`config.mk`:
```
export PLATFORM = sky130hd
export DESIGN_NAME = spi_mem_bridge
export DESIGN_NICKNAME = d
export VERILOG_FILES = /design/src/rtl/dig_ctrl_pkg.sv /design/src/rtl/word_shift.sv /design/src/rtl/spi_mem_bridge.sv
export SDC_FILE = /design/constraint.sdc
export NUM_CORES = 1
export LEC_CHECK = 0
export CORE_ASPECT_RATIO = 1.75
export CORE_MARGIN = 2
export CORE_UTILIZATION = 44
export DETAILED_ROUTE_END_ITERATION = 8
export PLACE_DENSITY = 0.79
export RECOVER_POWER = 100
export SYNTH_ARGS = -nofsm -noshare
export SYNTH_HDL_FRONTEND = slang
export SYNTH_SLANG_ARGS = --single-unit
export TNS_END_PERCENT = 20
```
`constraint.sdc`:
```
create_clock -name clk_i -period 1.9 [get_ports clk_i]
set_input_delay 0.285 -clock clk_i [delete_from_list [all_inputs] [get_ports clk_i]]
set_output_delay 0.285 -clock clk_i [all_outputs]
set_load 0.02 [all_outputs]
```
`src/rtl/dig_ctrl_pkg.sv`:
```
// Shared types for the SPI-to-memory bridge: opcodes, FSM states and the status byte layout.
package dig_ctrl_pkg;

  typedef enum logic [7:0] {
    OP_WRITE  = 8'h01,
    OP_READ   = 8'h02,
    OP_STATUS = 8'h05
  } opcode_t;

  typedef enum logic [2:0] {
    ST_IDLE     = 3'd0,
    ST_ADDR     = 3'd1,
    ST_WRITE    = 3'd2,
    ST_RD_FETCH = 3'd3,
    ST_READ     = 3'd4,
    ST_IGNORE   = 3'd5
  } bridge_state_t;

  typedef struct packed {
    logic       bad_op;
    logic       wrap;
    logic [1:0] rsvd;
    logic [3:0] wr_cnt;
  } status_t;

  function automatic int max_int(input int a, input int b);
    return (a > b) ? a : b;
  endfunction

  function automatic logic is_valid_op(input logic [7:0] op);
    return (op == OP_WRITE) || (op == OP_READ) || (op == OP_STATUS);
  endfunction

endpackage

```
`src/rtl/word_shift.sv`:
```
// Byte-wide shift register: parallel load, or shift one byte in at the LS end (MS byte falls out).
module word_shift #(
  parameter int W = 8
) (
  input  logic         clk,
  input  logic         rst,
  input  logic         load,
  input  logic [W-1:0] load_word,
  input  logic         shift,
  input  logic [7:0]   in_byte,
  output logic [W-1:0] word
);

  logic [W-1:0] shifted_s;

  generate
    if (W > 8) begin : g_wide
      assign shifted_s = {word[W-9:0], in_byte};
    end else begin : g_byte
      assign shifted_s = in_byte;
    end
  endgenerate

  // Word register: load has priority over shift.
  always_ff @(posedge clk or posedge rst) begin
    if (rst) begin
      word <= '0;
    end else if (load) begin
      word <= load_word;
    end else if (shift) begin
      word <= shifted_s;
    end else begin
      word <= word;
    end
  end

endmodule

```
`src/rtl/spi_mem_bridge.sv`:
```
// Command-driven bridge from the SPI byte stream to the program latch memory:
// write, read-back and status opcodes with a parametrised address/data width.
module spi_mem_bridge
  import dig_ctrl_pkg::*;
#(
  parameter int ADDR_WIDTH = 6,
  parameter int DATA_WIDTH = 8
) (
  input  logic                  clk_i,
  input  logic                  rst_i,
  input  logic                  enable_i,
  input  logic                  frame_i,
  input  logic [7:0]            rx_data_i,
  input  logic                  rx_stb_i,
  output logic [7:0]            tx_data_o,
  output logic [ADDR_WIDTH-1:0] mem_addr_o,
  output logic [DATA_WIDTH-1:0] mem_wdata_o,
  output logic                  mem_we_o,
  input  logic [DATA_WIDTH-1:0] mem_rdata_i,
  output logic                  cpu_hold_o
);

  localparam int ADDR_BYTES = (ADDR_WIDTH + 7) / 8;
  localparam int DATA_BYTES = DATA_WIDTH / 8;
  localparam int CNT_W      = $clog2(max_int(ADDR_BYTES, DATA_BYTES)) + 1;
  localparam logic [CNT_W-1:0]      ADDR_LAST = CNT_W'(ADDR_BYTES - 1);
  localparam logic [CNT_W-1:0]      DATA_LAST = CNT_W'(DATA_BYTES - 1);
  localparam logic [ADDR_WIDTH-1:0] ADDR_MAX  = '1;

  bridge_state_t         state_r, next_state_s;
  logic [CNT_W-1:0]      cnt_r;
  logic                  op_read_r, status_frame_r, enable_prev_r, we_r;
  status_t               status_r;
  logic [ADDR_WIDTH-1:0] addr_r, addr_shift_val_s;
  logic [7:0]            tx_r;
  logic [DATA_WIDTH-1:0] rd_word_s;
  logic op_cap_s, addr_shift_s, wr_shift_s, wr_done_s, fetch_s, rd_adv_s, rd_done_s;
  logic cnt_inc_s, status_clr_s, addr_clr_s, addr_inc_s;

  generate
    if (ADDR_WIDTH > 8) begin : g_addr_wide
      assign addr_shift_val_s = {addr_r[ADDR_WIDTH-9:0], rx_data_i};
    end else begin : g_addr_byte
      assign addr_shift_val_s = rx_data_i[ADDR_WIDTH-1:0];
    end
  endgenerate

  // State register.
  always_ff @(posedge clk_i or posedge rst_i) begin
    if (rst_i) begin
      state_r <= ST_IDLE;
    end else begin
      state_r <= next_state_s;
    end
  end

  // Next-state logic; losing the frame or the enable always wins.
  always_comb begin
    next_state_s = state_r;
    if (!enable_i || !frame_i) begin
      next_state_s = ST_IDLE;
    end else begin
      case (state_r)
        ST_IDLE: begin
          if (rx_stb_i) begin
            if (rx_data_i == OP_WRITE || rx_data_i == OP_READ) begin
              next_state_s = ST_ADDR;
            end else begin
              next_state_s = ST_IGNORE;
            end
          end else begin
            next_state_s = ST_IDLE;
          end
        end
        ST_ADDR: begin
          if (rx_stb_i && cnt_r == ADDR_LAST) begin
            next_state_s = op_read_r ? ST_RD_FETCH : ST_WRITE;
          end else begin
            next_state_s = ST_ADDR;
          end
        end
        ST_WRITE:    next_state_s = ST_WRITE;
        ST_RD_FETCH: next_state_s = ST_READ;
        ST_READ: begin
          if (rx_stb_i && cnt_r == DATA_LAST) begin
            next_state_s = ST_RD_FETCH;
          end else begin
            next_state_s = ST_READ;
          end
        end
        ST_IGNORE:   next_state_s = ST_IGNORE;
        default:     next_state_s = ST_IDLE;
      endcase
    end
  end

  // Per-cycle datapath controls decoded from state and strobe.
  always_comb begin
    op_cap_s     = 1'b0;
    addr_shift_s = 1'b0;
    wr_shift_s   = 1'b0;
    wr_done_s    = 1'b0;
    rd_adv_s     = 1'b0;
    rd_done_s    = 1'b0;
    cnt_inc_s    = 1'b0;
    if (enable_i && frame_i && rx_stb_i) begin
      case (state_r)
        ST_IDLE: op_cap_s = 1'b1;
        ST_ADDR: begin
          addr_shift_s = 1'b1;
          cnt_inc_s    = 1'b1;
        end
        ST_WRITE: begin
          wr_shift_s = 1'b1;
          if (cnt_r == DATA_LAST) begin
            wr_done_s = 1'b1;
          end else begin
            cnt_inc_s = 1'b1;
          end
        end
        ST_READ: begin
          cnt_inc_s = 1'b1;
          if (cnt_r == DATA_LAST) begin
            rd_done_s = 1'b1;
          end else begin
            rd_adv_s = 1'b1;
          end
        end
        default: op_cap_s = 1'b0;
      endcase
    end else begin
      op_cap_s = 1'b0;
    end
    fetch_s      = enable_i && frame_i && (state_r == ST_RD_FETCH);
    status_clr_s = enable_i && !frame_i && (state_r == ST_IGNORE) && status_frame_r;
    addr_clr_s   = enable_i && !enable_prev_r;
    addr_inc_s   = (we_r || rd_done_s) && !addr_clr_s;
  end

  // Byte counter, cleared on every state change and after each completed write word.
  always_ff @(posedge clk_i or posedge rst_i) begin
    if (rst_i) begin
      cnt_r <= '0;
    end else if (next_state_s != state_r || wr_done_s) begin
      cnt_r <= '0;
    end else if (cnt_inc_s) begin
      cnt_r <= cnt_r + CNT_W'(1);
    end else begin
      cnt_r <= cnt_r;
    end
  end

  // Registered outputs, opcode flags and status byte.
  always_ff @(posedge clk_i or posedge rst_i) begin
    if (rst_i) begin
      enable_prev_r  <= 1'b0;
      we_r           <= 1'b0;
      op_read_r      <= 1'b0;
      status_frame_r <= 1'b0;
      addr_r         <= '0;
      tx_r           <= 8'h00;
      status_r       <= '0;
    end else begin
      enable_prev_r <= enable_i;
      we_r          <= wr_done_s;
      if (op_cap_s) begin
        op_read_r      <= (rx_data_i == OP_READ);
        status_frame_r <= (rx_data_i == OP_STATUS);
      end
      if (addr_clr_s) begin
        addr_r <= '0;
      end else if (addr_shift_s) begin
        addr_r <= addr_shift_val_s;
      end else if (addr_inc_s) begin
        addr_r <= addr_r + ADDR_WIDTH'(1);
      end
      if (!enable_i) begin
        tx_r <= 8'h00;
      end else if (op_cap_s && rx_data_i == OP_STATUS) begin
        tx_r <= status_r;
      end else if (fetch_s) begin
        tx_r <= mem_rdata_i[DATA_WIDTH-1 -: 8];
      end else if (rd_adv_s) begin
        tx_r <= rd_word_s[DATA_WIDTH-1 -: 8];
      end
      if (status_clr_s) begin
        status_r.bad_op <= 1'b0;
        status_r.wrap   <= 1'b0;
        status_r.wr_cnt <= 4'd0;
      end else begin
        if (op_cap_s && !is_valid_op(rx_data_i)) status_r.bad_op <= 1'b1;
        if (addr_inc_s && addr_r == ADDR_MAX) status_r.wrap <= 1'b1;
        if (we_r && status_r.wr_cnt != 4'hF) status_r.wr_cnt <= status_r.wr_cnt + 4'd1;
      end
    end
  end

  word_shift #(.W(DATA_WIDTH)) u_wr_shift (
    .clk(clk_i), .rst(rst_i), .load(1'b0), .load_word('0),
    .shift(wr_shift_s), .in_byte(rx_data_i), .word(mem_wdata_o)
  );

  // Read word is stored pre-shifted: its MS byte is always the next byte to send.
  word_shift #(.W(DATA_WIDTH)) u_rd_shift (
    .clk(clk_i), .rst(rst_i), .load(fetch_s), .load_word(mem_rdata_i << 8),
    .shift(rd_adv_s), .in_byte(8'h00), .word(rd_word_s)
  );

  assign tx_data_o  = tx_r;
  assign mem_addr_o = addr_r;
  assign mem_we_o   = we_r;
  assign cpu_hold_o = enable_i;

endmodule

```
== After elaboration in Yosys (flattened, before gate mapping) ==
Index checks and enable logic that the tools add are counted.

* Register bits: 44
* Input port bits: 21
* Word-level logic and storage cells: 99

* Add/sub/neg operators: 3
* Equality and inequality tests: 12
* Muxes and demuxes: 39
* Bitwise gates (word level): 1
* Reduce and logical (&&, ||, !) cells: 31

{| class="wikitable"
|+ Operator list
! kind !! count
|-
| $mux 8 || 6
|-
| $mux 1 || 20
|-
| $mux 6 || 3
|-
| $pmux 3 s6 || 1
|-
| $logic_and 1x1->1 || 13
|-
| $mux 3 || 4
|-
| $reduce_bool 2->1 || 5
|-
| $eq 8x1->1 const B || 1
|-
| $eq 8x2->1 const B || 1
|-
| $eq 8x3->1 const B || 1
|-
| $mux 4 || 2
|-
| $add 6x1->6 const B || 1
|-
| $eq 3x2->1 const B || 2
|-
| $eq 3x3->1 const B || 2
|-
| $eq 6x6->1 const B || 1
|-
| $logic_not 1->1 || 5
|-
| $logic_or 1x1->1 || 5
|-
| $add 4x1->4 const B || 1
|-
| $mux 2 || 2
|-
| $ne 4x1->1 const B || 1
|-
| $ne 4x4->1 const B || 1
|-
| $eq 3x1->1 const B || 1
|-
| $logic_not 3->1 || 1
|-
| $ne 3x3->1 || 1
|-
| other kinds (5) || 5
|}

== Logic depth before layout (Yosys ltp) ==
* Word-level depth: 9
* Depth in mapped cells: 6

== Modules after synthesis ==
Synthesis repeated with hierarchy kept, for this count alone.

* Cell total of the unflattened synthesis: 257
* Area, all modules: 2451.1 um2

{| class="wikitable"
|+ Modules (own cells, without submodules)
! module !! instances !! cells an instance !! area each (um2) !! sequential area each (um2)
|-
| spi_mem_bridge || 1 || 187 || 1697.9 || 700.7
|-
| word_shift || 2 || 35 || 376.6 || 200.2
|}

== Least setup slack after synthesis ==
OpenSTA, ideal clock, no wires.

* Path type: register to register
* From: reg state_r[1]
* To: reg tx_r[0], in the netlist tx_data_o[0]
* Setup time: 0.067 ns
* Data arrival time: 1.689 ns
* Data required time: 1.833 ns
* Path slack: 0.144 ns
* Cell stages (with the launch flop): 7
* Path through: dfrtp_1 -> buf_2 -> or2_4 -> or2_1 -> clkbuf_1 -> nor4_4 -> a221o_1

* Longest elaborated chain between the ends: 6

{| class="wikitable"
|+ Ends and longest elaborated chain
! item !! line !! text
|-
| start: declaration || spi_mem_bridge.sv:30 || <nowiki>bridge_state_t state_r, next_state_s;</nowiki>
|-
| start signal: assignment || spi_mem_bridge.sv:53 || <nowiki>state_r <= next_state_s;</nowiki>
|-
| $logic_not 3->1 || spi_mem_bridge.sv:107 || <nowiki>case (state_r)</nowiki>
|-
| $mux 1 || spi_mem_bridge.sv:107 ||
|-
| $mux 1 || spi_mem_bridge.sv:106 || <nowiki>if (enable_i && frame_i && rx_stb_i) begin</nowiki>
|-
| $logic_and 1x1->1 || spi_mem_bridge.sv:179 || <nowiki>end else if (op_cap_s && rx_data_i == OP_STATUS) begin</nowiki>
|-
| $mux 8 || spi_mem_bridge.sv:179 ||
|-
| $mux 8 || spi_mem_bridge.sv:177 || <nowiki>if (!enable_i) begin</nowiki>
|-
| end signal: assignment || spi_mem_bridge.sv:180 || <nowiki>tx_r <= status_r;</nowiki>
|-
| end signal: assignment || spi_mem_bridge.sv:182 || <nowiki>tx_r <= mem_rdata_i[DATA_WIDTH-1 -: 8];</nowiki>
|-
| end signal: assignment || spi_mem_bridge.sv:184 || <nowiki>tx_r <= rd_word_s[DATA_WIDTH-1 -: 8];</nowiki>
|-
| end: declaration || spi_mem_bridge.sv:35 || <nowiki>logic [7:0] tx_r;</nowiki>
|}

Parallel ways exist; a longest one is shown, timed or not.
A chain may end at the register's enable or synchronous reset.

== Final worst setup path ==
* From: in rx_data_i[3]
* To: reg state_r[2]

* Longest elaborated chain between the ends: 6

{| class="wikitable"
|+ Ends and longest elaborated chain
! item !! line !! text
|-
| start: declaration || spi_mem_bridge.sv:13 || <nowiki>input logic [7:0] rx_data_i,</nowiki>
|-
| $eq 8x1->1 / $eq 8x2->1 (equally long branches) || spi_mem_bridge.sv:66 || <nowiki>if (rx_data_i == OP_WRITE || rx_data_i == OP_READ) begin</nowiki>
|-
| $logic_or 1x1->1 (*) || spi_mem_bridge.sv:66 ||
|-
| $mux 3 (*) || spi_mem_bridge.sv:66 ||
|-
| $mux 3 (*) || spi_mem_bridge.sv:65 || <nowiki>if (rx_stb_i) begin</nowiki>
|-
| $pmux 3 s6 (*) || spi_mem_bridge.sv:63 || <nowiki>case (state_r)</nowiki>
|-
| $mux 3 (*) || spi_mem_bridge.sv:60 || <nowiki>if (!enable_i || !frame_i) begin</nowiki>
|-
| net next_state_s[2] || spi_mem_bridge.sv:30 ||
|}

Mark *: on every way through the listed nets, which the timed path passes. The rest lies on a longest branch.

==> summary.md <==
| Metric | Value |
|---|---|
| P&R area growth vs syn | `44.1%` |
| Buf+Inv Stages, Crit Path | `2` |
| Drt initial violations | `60` |
| RR Startpoint | `state_r[1]$_DFF_PP0_` |
| Crit path capture type | `register` |
| Clk_skew | `around 0.016 ns` |
| Post-DP HPWL | `3.69 mm` |
| Longest Clk Path Bufs | `2` |
| Vias in the first global route | `about 1600` |
| Cell variety after synth | `46` |
| Synth warnings | `2` |
| Avg WL per Cell | `16.3 um` |
| Fin worst setup slack | `around 0.019 ns` |
| Net count after synthesis | `193` |
| Final Max Slew Viols | `0` |
| Syn Std Cell Area | `~1800 um^2` |
| Routability congestion estimate | `0.843` |
| Die Area | `between 4000 and 5000 um^2` |
| Synth async-reset ratio | `1.00` |
| CP max stage cell | `or4_4` |
| Site row count | `31` |
| Most common cell after layout, fill and taps aside | `dfrtp_1` |
| Worst-path clk slew | `0.07 ns` |
| Pwr per Cell Area | `~640 nW/um^2` |
| Post-synth top area share | `0.494` |
| Initial Utilization | `0.448` |
| Hold Buf Count CTS | `0` |
| Cell Count, Final, Fillers Out | `295` |
| Dpl ws | `-0.311 ns` |
| Critical Path Max Stage Delay | `~0.56 ns` |
| Layout cells sized above 1 | `0.236` |
| I/O pin cnt | `45` |
| Rel. slew slack | `0.396` |
| Period utilization | `0.990` |
| Vias | `~1700` |
| Final Total Pwr | `about 0.0017 W` |
| Setup TNS | `0 ns` |
| Antenna violations before repair | `0` |
| Vias per Instance | `~5.7` |
| Worst flop-to-flop path endpoint | `mem_addr_o[5]$_DFFE_PP0P_` |
| Synth top area cells | `dfrtp_1 (49%), mux2_2 (4.9%), a221o_1 (3.3%)` |
| Worst Path Arrival | `~2 ns` |
| DR pass1 iterations | `4` |
| Inserted Clock Buffers | `5` |
| Largest net degree at the start of global routing | `37` |
| GRT Resource Usage Total | `0.226` |
| Top_reg_cell synth | `dfrtp_1` |
| DIE WIDTH | `~53 um` |
| CP delay by family, top | `simple AND/OR/NAND/NOR gates` |
| Critical Path Start | `rx_data_i[3]` |
| Global-route wire length before repair | `7.64 mm` |
| Placed insts | `~290` |
| Worst skew pair latency | `approximately 0.30 ns` |
| IO Port Bufs | `between 40 and 50` |
| Final #Nets | `about 270` |
| Status | `finished clean` |
| Worst-Margin Slew | `roughly 0.91 ns` |
| Cell taking the most area after synthesis | `dfrtp_1` |
| Clock sinks | `36` |
| CP Capture Point | `state_r[2]$_DFF_PP0_` |
| Mapped Cells | `170` |
| Worst R2R Path Depth | `5` |
| Syn Area/Cell | `between 10 and 15 um^2` |
| Ant. Diodes | `0` |
| CTS tree | `yes` |
| Detailed-route DRC error count | `0` |
| Reg2reg setup slack | `approximately 0.070 ns` |
| Hold Vio Cnt, Final | `0` |
| CP Cell Sequence | `clkdlybuf4s50_1 -> or4_4 -> or2_4 -> buf_4 -> a211oi_1 -> o22ai_1` |
| WL final | `4.82 mm` |
| Worst setup SP type | `input port` |
| Die Y | `approximately 89 um` |
| Root Buffer | `clkbuf_8` |
| Critical path type | `in -> reg` |
| Gr ovfl total | `0` |
| Most frequent cells in the layout | `dfrtp_1 (34), buf_4 (27), dlygate4sd3_1 (25)` |
| Max_cap viols | `0` |
| Final setup viols | `0` |
| CP Max Fanout | `3` |
| Flops & latches, synth | `36` |
| Worst IR drop on VDD | `0.744 mV` |
| Sequential cell area fraction in the yosys report | `0.494` |
| Min cycle time layout | `1.88 ns` |
| Achievable Freq | `about 0.53 GHz` |
| Post-route ant nets | `0` |
| Levels on crit path | `6` |
| Post-synth EDFFs | `0` |
| Htree depth | `2` |
| Placeable Area | `about 4100 um^2` |
| Hold crit path type | `in -> reg` |
| Critical path required time | `slightly above 2 ns` |
| Pleak | `1.24 nW` |
-- how the worst min path moves through the flow --
stage | startpoint | to | slack [ns] | cells after the start
global placement | status_frame_r$_DFFE_PP0P_ | status_frame_r$_DFFE_PP0P_ | 0.47 | 1
finish | enable_i | enable_prev_r$_DFF_PP0_ | 0.41 | 2
floorplan | enable_i | enable_prev_r$_DFF_PP0_ | 0.32 | 0
CTS | rst_i | tx_data_o[6]$_DFFE_PP0P_ | 0.40 | 3
global route | enable_i | enable_prev_r$_DFF_PP0_ | 0.41 | 2
detailed placement | status_frame_r$_DFFE_PP0P_ | status_frame_r$_DFFE_PP0P_ | 0.48 | 1
-- where the power goes --
group | total, W | switching (W) | internal (W)
logic | 0.000262 | 0.000131 | 0.000132
clock network | 0.000585 | 0.000288 | 0.000296
registers | 0.000823 | 0.0000264 | 0.000797
total | 0.00167 | 0.000446 | 0.00122
-- worst reg2reg max path: cells and delay by family (launching register included) --
kind,cells,cell delay (ns)
simple gates,2,0.74
compound gates,2,0.32
flops,1,0.49
buf+inv,1,0.18
-- cells in the mapped netlist, types with 2 or more instances --
| library cell | n |
|---|---|
| nand3_1 | 7 |
| dfrtp_1 | 36 |
| a22o_1 | 2 |
| clkbuf_1 | 2 |
| a211oi_1 | 2 |
| a21oi_1 | 4 |
| a31oi_1 | 3 |
| a221o_1 | 6 |
| o21ai_0 | 8 |
| nor3_1 | 7 |
| nor4_1 | 3 |
| a311oi_1 | 2 |
| mux2_2 | 8 |
| or2_1 | 2 |
| or3_1 | 4 |
| ha_1 | 2 |
| and2_1 | 7 |
| inv_1 | 6 |
| nand2b_1 | 4 |
| nor2_1 | 12 |
| nand2_1 | 11 |
| buf_2 | 4 |
| o21ba_2 | 2 |
| xor2_1 | 4 |
-- logic make-up after synthesis --
logic type / Yosys count / share of synthesized area
adder cells (fa/ha/maj): 2 / 0.0137
AND/OR/NAND/NOR: 67 / 0.212
multiplexers: 8 / 0.0494
buffers and inverters: 13 / 0.0316
flip-flops: 36 / 0.494
AO/OA/AOI/OAI: 39 / 0.175
XOR/XNOR: 5 / 0.0240
-- flip-flops by register name (all words and copies together) (netlist names) --
register and flops:
tx_data_o 8, u_wr_shift.word 8, state_r 3, status_frame_r 1, mem_addr_o 6, op_read_r 1
status_r 6, cnt_r 1, enable_prev_r 1, mem_we_o 1
-- through the flow --
| step | cell area, um^2 | util | hold slack, ns |
|---|---|---|---|
| floorplan | 1820 | - | 0.316 |
| global placement | 2520 | 0.619 | 0.466 |
| detailed placement | 2520 | 0.619 | 0.482 |
| CTS | 2620 | 0.643 | 0.402 |
| global route | 2630 | 0.645 | 0.409 |
| finish | 2630 | 0.645 | 0.406 |
-- layer usage --
metal,track usage,routed length [um]
met1,0.247,1740
met4,0.149,256
met3,0.0385,169
met2,0.391,2650
met5,0,0
-- area by class of cell --
cell class              count  area, um^2
clock buffers               6        82.6
clock inverters             2        13.8
fillers                   340        1450
inverters                   6        22.5
multi-input cells         121         887
flip-flops and latches     36         903
well taps                  49        61.3
repair buffers             75         656
-- repair_timing --
action	CTS	global route
setup buffers	0	0
setup endpoints to repair	1	11
pin swaps	0	1
resized for setup	1	8
Power figures use the tool's default switching activity.
